[src/rtl/pc_pkg.sv]
// Shared types and constants for the instruction fetch controller.
//   fetch_state_t : fetch FSM state encoding
//   INSTR_BYTES   : byte distance between sequential instructions
//   KILL_W        : width of the discarded-fetch counter
package pc_pkg;

    localparam int unsigned INSTR_BYTES = 4;
    localparam int unsigned KILL_W      = 16;

    typedef enum logic [2:0] {
        IDLE = 3'd0,
        REQ  = 3'd1,
        WAIT = 3'd2,
        HOLD = 3'd3,
        KILL = 3'd4
    } fetch_state_t;

endpackage

[src/rtl/pc_inc.sv]
// Sequential program-counter increment (pc + one instruction, wraps modulo 2^WIDTH).
//   pc      in  WIDTH  current program counter
//   pc_next out WIDTH  address of the next sequential instruction
module pc_inc
    import pc_pkg::*;
#(
    parameter int unsigned WIDTH = 32
) (
    input  logic [WIDTH-1:0] pc,
    output logic [WIDTH-1:0] pc_next
);

    assign pc_next = pc + WIDTH'(INSTR_BYTES);

endmodule

[src/rtl/fetch_ctrl.sv]
// Instruction fetch controller: issues one memory read at a time, holds the
// returned word for decode, and handles redirects by discarding in-flight data.
//   clk, rst               clock, asynchronous active-low reset
//   redirect_valid/_pc     taken branch/jump and its target (low 2 bits ignored)
//   imem_req/_addr/_gnt    request handshake to instruction memory
//   imem_rvalid/_rdata     read response from instruction memory
//   if_valid/_pc/_instr    instruction presented to decode
//   if_ready               decode consumes when if_valid && if_ready
//   kill_count             saturating count of fetches discarded by a redirect
module fetch_ctrl
    import pc_pkg::*;
#(
    parameter int unsigned      WIDTH    = 32,
    parameter logic [WIDTH-1:0] RESET_PC = WIDTH'(32'h0000_0000)
) (
    input  logic                clk,
    input  logic                rst,
    input  logic                redirect_valid,
    input  logic [WIDTH-1:0]    redirect_pc,
    output logic                imem_req,
    output logic [WIDTH-1:0]    imem_addr,
    input  logic                imem_gnt,
    input  logic                imem_rvalid,
    input  logic [WIDTH-1:0]    imem_rdata,
    output logic                if_valid,
    output logic [WIDTH-1:0]    if_pc,
    output logic [WIDTH-1:0]    if_instr,
    input  logic                if_ready,
    output logic [KILL_W-1:0]   kill_count
);

    localparam logic [KILL_W-1:0] KILL_MAX = '1;

    fetch_state_t       state_q, state_d;
    logic [WIDTH-1:0]   pc_q, pc_d;
    logic [WIDTH-1:0]   instr_q, instr_d;
    logic [KILL_W-1:0]  kill_q, kill_d;
    logic               kill_inc;
    logic [WIDTH-1:0]   pc_seq;
    logic [WIDTH-1:0]   redirect_tgt;

    // Targets are always word aligned
    assign redirect_tgt = redirect_pc & ~WIDTH'(INSTR_BYTES - 1);

    pc_inc #(.WIDTH(WIDTH)) u_pc_inc (
        .pc      (pc_q),
        .pc_next (pc_seq)
    );

    // State, pc, holding register and kill counter
    always_ff @(posedge clk or negedge rst) begin
        if (!rst) begin
            state_q <= IDLE;
            pc_q    <= RESET_PC;
            instr_q <= '0;
            kill_q  <= '0;
        end else begin
            state_q <= state_d;
            pc_q    <= pc_d;
            instr_q <= instr_d;
            kill_q  <= kill_d;
        end
    end

    // Next-state and output decode
    always_comb begin
        state_d   = state_q;
        pc_d      = pc_q;
        instr_d   = instr_q;
        kill_inc  = 1'b0;
        imem_req  = 1'b0;
        imem_addr = pc_q;
        if_valid  = 1'b0;
        if_pc     = pc_q;
        if_instr  = instr_q;

        unique case (state_q)
            IDLE: state_d = REQ;

            REQ: begin
                imem_req = 1'b1;
                if (redirect_valid) begin
                    pc_d = redirect_tgt;
                    // A grant in the redirect cycle fetched the stale pc
                    if (imem_gnt) begin
                        state_d  = KILL;
                        kill_inc = 1'b1;
                    end
                end else if (imem_gnt) begin
                    state_d = WAIT;
                end
            end

            WAIT: begin
                if (redirect_valid) begin
                    pc_d     = redirect_tgt;
                    kill_inc = 1'b1;
                    state_d  = imem_rvalid ? REQ : KILL;
                end else if (imem_rvalid) begin
                    instr_d = imem_rdata;
                    state_d = HOLD;
                end
            end

            KILL: begin
                if (redirect_valid) begin
                    pc_d = redirect_tgt;
                end
                if (imem_rvalid) begin
                    state_d = REQ;
                end
            end

            HOLD: begin
                if_valid = 1'b1;
                if (redirect_valid) begin
                    pc_d    = redirect_tgt;
                    state_d = REQ;
                end else if (if_ready) begin
                    pc_d    = pc_seq;
                    state_d = REQ;
                end
            end

            default: state_d = IDLE;
        endcase

        kill_d = (kill_inc && (kill_q != KILL_MAX)) ? kill_q + KILL_W'(1) : kill_q;
    end

    assign kill_count = kill_q;

endmodule
[config.mk]
export PLATFORM = sky130hd
export DESIGN_NAME = fetch_ctrl
export DESIGN_NICKNAME = d
export VERILOG_FILES = /design/src/rtl/pc_pkg.sv /design/src/rtl/pc_inc.sv /design/src/rtl/fetch_ctrl.sv
export SDC_FILE = /design/constraint.sdc
export NUM_CORES = 1
export LEC_CHECK = 0
export ABC_CLOCK_PERIOD_IN_PS = 2800
export CAP_MARGIN = 5
export CORE_MARGIN = 2
export CORE_UTILIZATION = 44
export DETAILED_ROUTE_END_ITERATION = 10
export GPL_ROUTABILITY_DRIVEN = 0
export PLACE_DENSITY_LB_ADDON = 0.15
export SYNTH_ARGS = -nofsm -noshare
export SYNTH_HDL_FRONTEND = slang
export SYNTH_HIERARCHICAL = 1
export SYNTH_SLANG_ARGS = --single-unit
export TNS_END_PERCENT = 100
[constraint.sdc]
create_clock -name clk -period 2.8 [get_ports clk]
set_clock_uncertainty 0.15 [all_clocks]
set_input_delay 0.28 -clock clk [delete_from_list [all_inputs] [get_ports clk]]
set_output_delay 0.28 -clock clk [all_outputs]
set_load 0.02 [all_outputs]
== Word-level counts from Yosys, hierarchy flattened ==
Index checks and enable logic that the tools add are counted.
Word-level totals
  register bits after elaboration: 83
Cells by class
  add/subtract/negate cells: 2
  equal/unequal tests: 10
  mux-type cells: 20
  bitwise gates (word level): 1
  reductions and logical operators: 7
Operators by type and width (count)
  $mux 32: 3
  $pmux 32 s2: 1
  $add 32x3->32 const B: 1
  $mux 3: 9
  $add 16x1->16 const B: 1
  $ne 16x16->1 const B: 1
  $pmux 3 s5: 1
  $eq 3x2->1 const B: 2
  $ne 3x3->1 const B: 2
  $reduce_and 3->1: 2
  $mux 1: 5
  $ne 2x2->1 const B: 2
  $reduce_and 4->1: 1
  $eq 3x1->1 const B: 1
  $eq 3x3->1 const B: 1
  $logic_not 3->1: 1
  $reduce_or 3->1: 1
  $ne 2x1->1 const B: 1
  $pmux 1 s2: 1
  $reduce_bool 2->1: 1
  $logic_and 1x1->1: 1
  $not 1->1: 1

== Longest topological paths before layout ==
Gate-level depths: netlist of the first run.
  depth in word-level cells: 4
  mapped depth: 7
  gate-level depth less buffers: 7

== Hierarchy ==
Netlist of the first run, hierarchy kept.
By module, submodules not included
  fetch_ctrl: instances 1, cells an instance 304, area each 3995.1 µm²
  pc_inc: instances 1, cells an instance 83, area each 580.6 µm²

== Worst setup path after synthesis of the first run ==
No wires, ideal clock.
  path type: register to register
  start: register pc_q[2], in the netlist if_pc[2]
  end: register pc_q[24], in the netlist if_pc[24]
  library setup time: 0.125 ns
  arrival time: 2.071 ns
  data required time: 2.525 ns
  path slack: 0.454 ns
  cell stages (with the launch flop): 8
  path buffers: 0
  period minus slack after synthesis: 2.346 ns
  cells stage by stage: dfrtp_1 > ha_1 > nand3_1 > nor4_4 > nand4_1 > xnor2_1 > mux2_2 > mux2_2
Between the ends
  cells in the longest elaborated chain, start to end: 4
RTL lines
  start, declared: RTL line fetch_ctrl.sv:35  | logic [WIDTH-1:0] pc_q, pc_d;
  start signal, assigned: RTL line fetch_ctrl.sv:59  | pc_q <= pc_d;
  $add 32x3->32: RTL line pc_inc.sv:13  | assign pc_next = pc + WIDTH'(INSTR_BYTES);
  via pc_seq[24]: RTL line fetch_ctrl.sv:39  | logic [WIDTH-1:0] pc_seq;
  $mux 32: RTL line fetch_ctrl.sv:119  | end else if (if_ready) begin
  $mux 32: RTL line fetch_ctrl.sv:116  | if (redirect_valid) begin
  $pmux 32 s2: RTL line fetch_ctrl.sv:77  | unique case (state_q)
The timed path passes the listed nets, and every way through them passes these cells. The select of a mux whose other input is x is not followed.
A chain may end at the register's enable or synchronous reset.

== Worst setup path after layout of the first run ==
  start: register pc_q[2], in the netlist if_pc[2]
  end: register pc_q[30], in the netlist if_pc[30]
The elaborated chain is that of the path after synthesis.

==> results of run 1 <==
## cell families after synthesis
kind of cell	share of synthesized area [%]
adders and majority gates	0.5468
buffers and inverters	7.793
and+or+nand+nor	13.34
DFF	45.39
xor gates and xnor gates	8.231
AOI/OAI and AO/OA	1.367
muxes	23.33
## final timing paths
check	startpoint	end	slack (ps)	cells past startpoint
worst max-delay path	if_pc[2]	if_pc[30]	280	7
max in group asynchronous	rst	if_pc[2]	1550	3
worst min register to register	if_instr[18]	if_instr[18]	360	1
worst max register to register	if_pc[2]	if_pc[30]	280	7
worst min-delay path	rst	if_pc[12]	300	2
min in group clk	if_instr[18]	if_instr[18]	360	1
## metal layers
layer  track usage (%)  up-vias
met5                 0        -
met3             7.112        7
met2             32.21      121
met4             5.263        0
met1             22.86     1680
li1                  -     1627
## area by class of cell
cell class / count / area (um2)
fillers: 821 / 3652
multi-input cells: 251 / 2163
flip-flops and latches: 83 / 2077
repair buffers: 188 / 1902
well taps: 136 / 170.2
clock buffers: 9 / 123.9
clock inverters: 7 / 123.9
inverters: 5 / 18.77
## registers in the layout (all words and copies together) (netlist names)
register and flops:
state_q 3, if_instr 32, if_pc 32, kill_count 16
## synth_stat cells
library cell,instances
and4_2,1
mux2_2,90
nor4_2,1
nand4_1,14
and3b_1,1
o21ai_1,1
nor4_1,5
inv_1,5
ha_1,2
buf_4,34
or2_2,4
nor2b_1,2
a21o_1,1
xor2_1,22
buf_6,2
nand4_2,1
o21ai_2,1
a21oi_1,2
and4_1,1
a31oi_2,1
mux2_1,3
nand3_2,1
nand3_1,17
nor3_2,1
nor3b_1,2
buf_2,12
nor4_4,3
nand2_1,20
dfrtp_1,83
nor3_1,10
nor2_1,12
o21ai_0,2
mux2i_1,2
xnor2_1,21
nor4b_1,2
and2_1,1
a221oi_1,1
or4_4,1
and3_1,2
## power by group through the flow
stage / clock [W] / sequential [W] / combinational [W]
2_1_floorplan: 0 / 0.00282 / 0.00172
3_3_place_gp: 0 / 0.00230 / 0.00373
3_5_place_dp: 0 / 0.00234 / 0.00377
4_1_cts: 0.00109 / 0.00232 / 0.00378
5_1_grt: 0.00115 / 0.00241 / 0.00397
6_report: 0.00106 / 0.00232 / 0.00374
## stage by stage
step           cells  power (W)
3_5_place_dp     662   0.006109
5_1_grt          679   0.007537
3_3_place_gp     662   0.006025
6_report         679   0.007120
2_1_floorplan    387   0.004542
4_1_cts          679   0.007197
==> metrics, run 1 <==
#FFs+latches synth=83; Critical Path Start Type=flop; I/O Pins=about 180; total CTS buffers=9; clk sinks=between 80 and 90; Vias=3435; Max Cap Violations=0; Synth area leaders=dfrtp_1, mux2_2, buf_4; highest metal used=met4; CP max stage delay=just under 500 ps; vias per cell=just over 5; TNS Setup=0 ps; Period minus WS final=2525 ps; DRC viols=0; P_leak=about 2.7 nW; maximum clock path buffer count=2; 1st-iter DRT viols=93; wire length of the first global-routing pass=roughly 17000 um; Row Count=37; fin worst setup slack=between 200 and 300 ps; clock share of power=14.9%; GR Util All Layers=between 10% and 20%; router iterations before antenna repair=4; Skew-Pair Late Insertion Delay=350 ps; Seq/Total Area, Yosys=roughly 45%; Hold/Removal Path Class=input port to asynchronous set/reset pin; full die area=about 11000 um2; RSZ-0062 raised after global routing=false; Final ANT Viol Nets=0; Buffers on Ports=181; net switching power=roughly 0.0028 W; crit-path cells=ha_1 -> nand3_1 -> nor4_4 -> nand3_1 -> xnor2_1 -> mux2_2 -> mux2_2; final core area utilization=around 64%; area fraction of the dominant cell type after synthesis=between 40% and 50%; number of diodes=0; CP Max Fanout=8; Worst EP required=slightly below 3000 ps; TritonCTS clock tree=yes; CTS clk-pin slew, worst paths=about 100 ps; Max Slew Vio Count=0; syn avg cell area=approximately 12 um2; Resized cells post-CTS=0; Post-CTS Repair Setup Buffers=0; CP Buf/Inv Count=0; Final HPWL DP=7394 um; initial core utilization=44.72%; Syn-to-layout area delta=43.78%; Slowest-stage cell, CP=nor4_4; largest net degree at the start of global routing=between 40 and 50; Setup Viol. Count Final=0; H-tree depth=3; WHS=295.4 ps; outcome=finished, final reports clean; Crit. End Element=flop; Internal Power=0.004329 W; Area after DPL=between 6000 and 7000 um2; combinational fraction of design power=a little over half; WL final=10340 um; Place WS=~270 ps; Reg power frac=32.5%; mean routed wirelength per cell=15.23 um; critical path's top delay family=simple AND/OR/NAND/NOR gates; Crit Path Class=flop to flop; Die Y=between 100 and 150 um; Yosys cell types=39; CP arrival=~2600 ps; Fmax achieved=slightly below 400 MHz; fraction of layout cells with a size suffix above 1=between 20% and 30%; commonest cells after routing, fill and taps aside=clkdlybuf4s50_1, mux2_2, dfrtp_1; slew at the pin with the worst max-slew slack=between 600 and 700 ps; most common cell after layout, fill and taps aside=clkdlybuf4s50_1; Final nets=between 600 and 700; wire length on met3=around 900 um; Syn Nets=459; # hold bufs at CTS=1; vias in the first global route=~3500; Fin. Hold Viols=0; pwr dens=between 1000 and 1500 nW/um2; Core ar.=around 10000 um2; met2 wire length=5170 um; WL met1=roughly 4200 um; post-synth design cell area=between 4000 and 5000 um2; root buf cell=clkbuf_8; Finished Cell Area=6579 um2; Yosys top cell by area=dfrtp_1; die width=about 110 um; initial antenna violation count=0; worst relative slew slack=54.14%; Synth warnings=6; grt total ovfl=0; Mapped Cells=about 390; peak supply drop=between 0.6 and 0.7 mV; Sw Ratio=approximately 39%; Final period util=approximately 90%
Power figures use the tool's default switching activity.
==> run 2, diff against run 1 <==
HOLD_SLACK_MARGIN = 0.08   (was default)
PLACE_DENSITY = 0.83   (was default)
PLACE_DENSITY_LB_ADDON = default   (was 0.15)
==> run 2 against run 1 <==
Against the previous run: fmax rose by 2.4%; global-route usage fell by 0.58 points; critical path depth fell by 1; critical path type unchanged; combinational power barely moved; setup slack improved by 60 ps; final area fell by 1.1%; non-clock buffer count fell by 1; critical endpoint is now if_pc[25]; sequential power barely moved.
==> metrics, run 2 (synthesized netlist as in run 1, its figures left out) <==
I/O Pins=184; P_leak=between 2 and 3 nW; Skew-Pair Late Insertion Delay=340 ps; DRC viols=0; Final nets=609; filler cell count=about 860; GR Util All Layers=roughly 18%; Final period util=between 80 and 90%; most common cell after layout, fill and taps aside=clkdlybuf4s50_1; TritonCTS clock tree=yes; RSZ-0062 raised after global routing=false; slew at the pin with the worst max-slew slack=approximately 1100 ps; grt total ovfl=0; Max Slew Vio Count=0; Crit Path Class=flop to flop; Die Y=106.0 um; outcome=finished, final reports clean; root buf cell=clkbuf_8; CP max stage delay=around 600 ps; pwr dens=1062 nW/um2; Resized cells post-CTS=0; die width=about 110 um; TNS Setup=0 ps; maximum clock path buffer count=2; crit-path cells=nand4_1 -> nor4_4 -> nand4_1 -> xnor2_1 -> mux2_1 -> mux2_2; CTS clk-pin slew, worst paths=roughly 80 ps; vias in the first global route=around 3400; number of diodes=0; # hold bufs at CTS=1; CP Max Fanout=8; Hold/Removal Path Class=flop to flop; 1st-iter DRT viols=between 90 and 100; fin worst setup slack=between 300 and 400 ps; Post-CTS Repair Setup Buffers=0; commonest cells after routing, fill and taps aside=clkdlybuf4s50_1, mux2_2, dfrtp_1; Slowest-stage cell, CP=nor4_4; H-tree depth=3; full die area=around 11000 um2; Place WS=around 360 ps; fraction of layout cells with a size suffix above 1=between 20% and 30%; Row Count=37; peak supply drop=0.5198 mV; Setup Viol. Count Final=0; Core ar.=roughly 10000 um2; Critical Path Start Type=flop; Final ANT Viol Nets=0; Worst EP required=between 2000 and 3000 ps; router iterations before antenna repair=5; mean routed wirelength per cell=between 15 and 20 um; CP arrival=approximately 2500 ps; Vias=3410; WL final=around 10000 um; Final HPWL DP=roughly 7300 um; worst relative slew slack=between 20% and 30%; largest net degree at the start of global routing=84; Fmax achieved=just over 400 MHz; total CTS buffers=9; Period minus WS final=2464 ps; CP dominant cell by count=nand4_1; initial antenna violation count=0; Syn-to-layout area delta=42.17%; area of the multi-input gates=about 2200 um2; Buffers on Ports=about 180; FF/Latch Area=2077 um2; clk sinks=83; initial core utilization=between 40 and 50%; total power=approximately 0.007 W; Crit. End Element=flop; Max Cap Violations=0; wire length of the first global-routing pass=approximately 17000 um; Fin. Hold Viols=0; vias per cell=5.029
-- run 2: cell count changes in the layout (fill, tap and decap cells not counted), sizes merged --
cell,previous run,this run
bufinv,3,1
clkinv,2,3
buf,7,6
clkbuf,9,11
inv,6,5
-- run 2: final timing paths --
check	startpoint	endpoint	slack (ps)	cells after the start
min in group asynchronous	rst	kill_count[15]	500	2
worst max register to register	if_pc[4]	if_pc[25]	340	6
worst max-delay path	if_pc[4]	if_pc[25]	340	6
max in group asynchronous	rst	if_instr[15]	1290	2
worst min register to register	if_instr[29]	if_instr[29]	360	1
worst min-delay path	if_instr[29]	if_instr[29]	360	1
-- run 2: final cells by class --
| cell class | count | area share [%] |
|---|---|---|
| Timing Repair Buffer | 187 | 28.93 |
| Multi-Input combinational cell | 251 | 33.26 |
| Clock buffer | 11 | 2.174 |
| Inverter | 5 | 0.2885 |
| Tap cell | 136 | 2.616 |
| Clock inverter | 5 | 0.8078 |
| Sequential cell | 83 | 31.93 |
-- run 2: stage by stage --
stage / std cells / cell area, um2 / hold WS (ps) / util, %
6_report: 678 / 6505 / 356.4 / 63.58
5_1_grt: 678 / 6505 / 375.6 / 63.58
2_1_floorplan: 387 / 4576 / -165.6 / -
4_1_cts: 678 / 6505 / 360.7 / 63.58
3_3_place_gp: 661 / 6301 / 333.1 / 61.59
3_5_place_dp: 661 / 6301 / 341.8 / 61.59
-- run 2: power breakdown --
part | leakage [nW] | switching, W | internal, W
Combinational | 1.54 | 0.00172 | 0.00203
Sequential | 1.05 | 0.000604 | 0.00171
Clock | 0.0991 | 0.000414 | 0.000433
-- run 2: routing by layer --
metal  vias up  GRT usage [%]  wire [um]
met5         -              0          0
met4         0          5.357         56
met3         6          4.905        723
met2       111          32.07       5323
met1      1663          22.62       4096
li1       1630              -          -
-- run 2: worst max-delay path: cells and delay by family, from the launching register on --
family | cells | cell delay, ps
flops | 1 | 480
simple gates | 3 | 1040
xor+xnor | 1 | 160
mux | 2 | 530
==> run 3, diff against run 2 <==
CTS_CLUSTER_SIZE = 25   (was default)
==> results of run 3 <==
The final DEF is identical to that of run 2; final timing and power are the same.
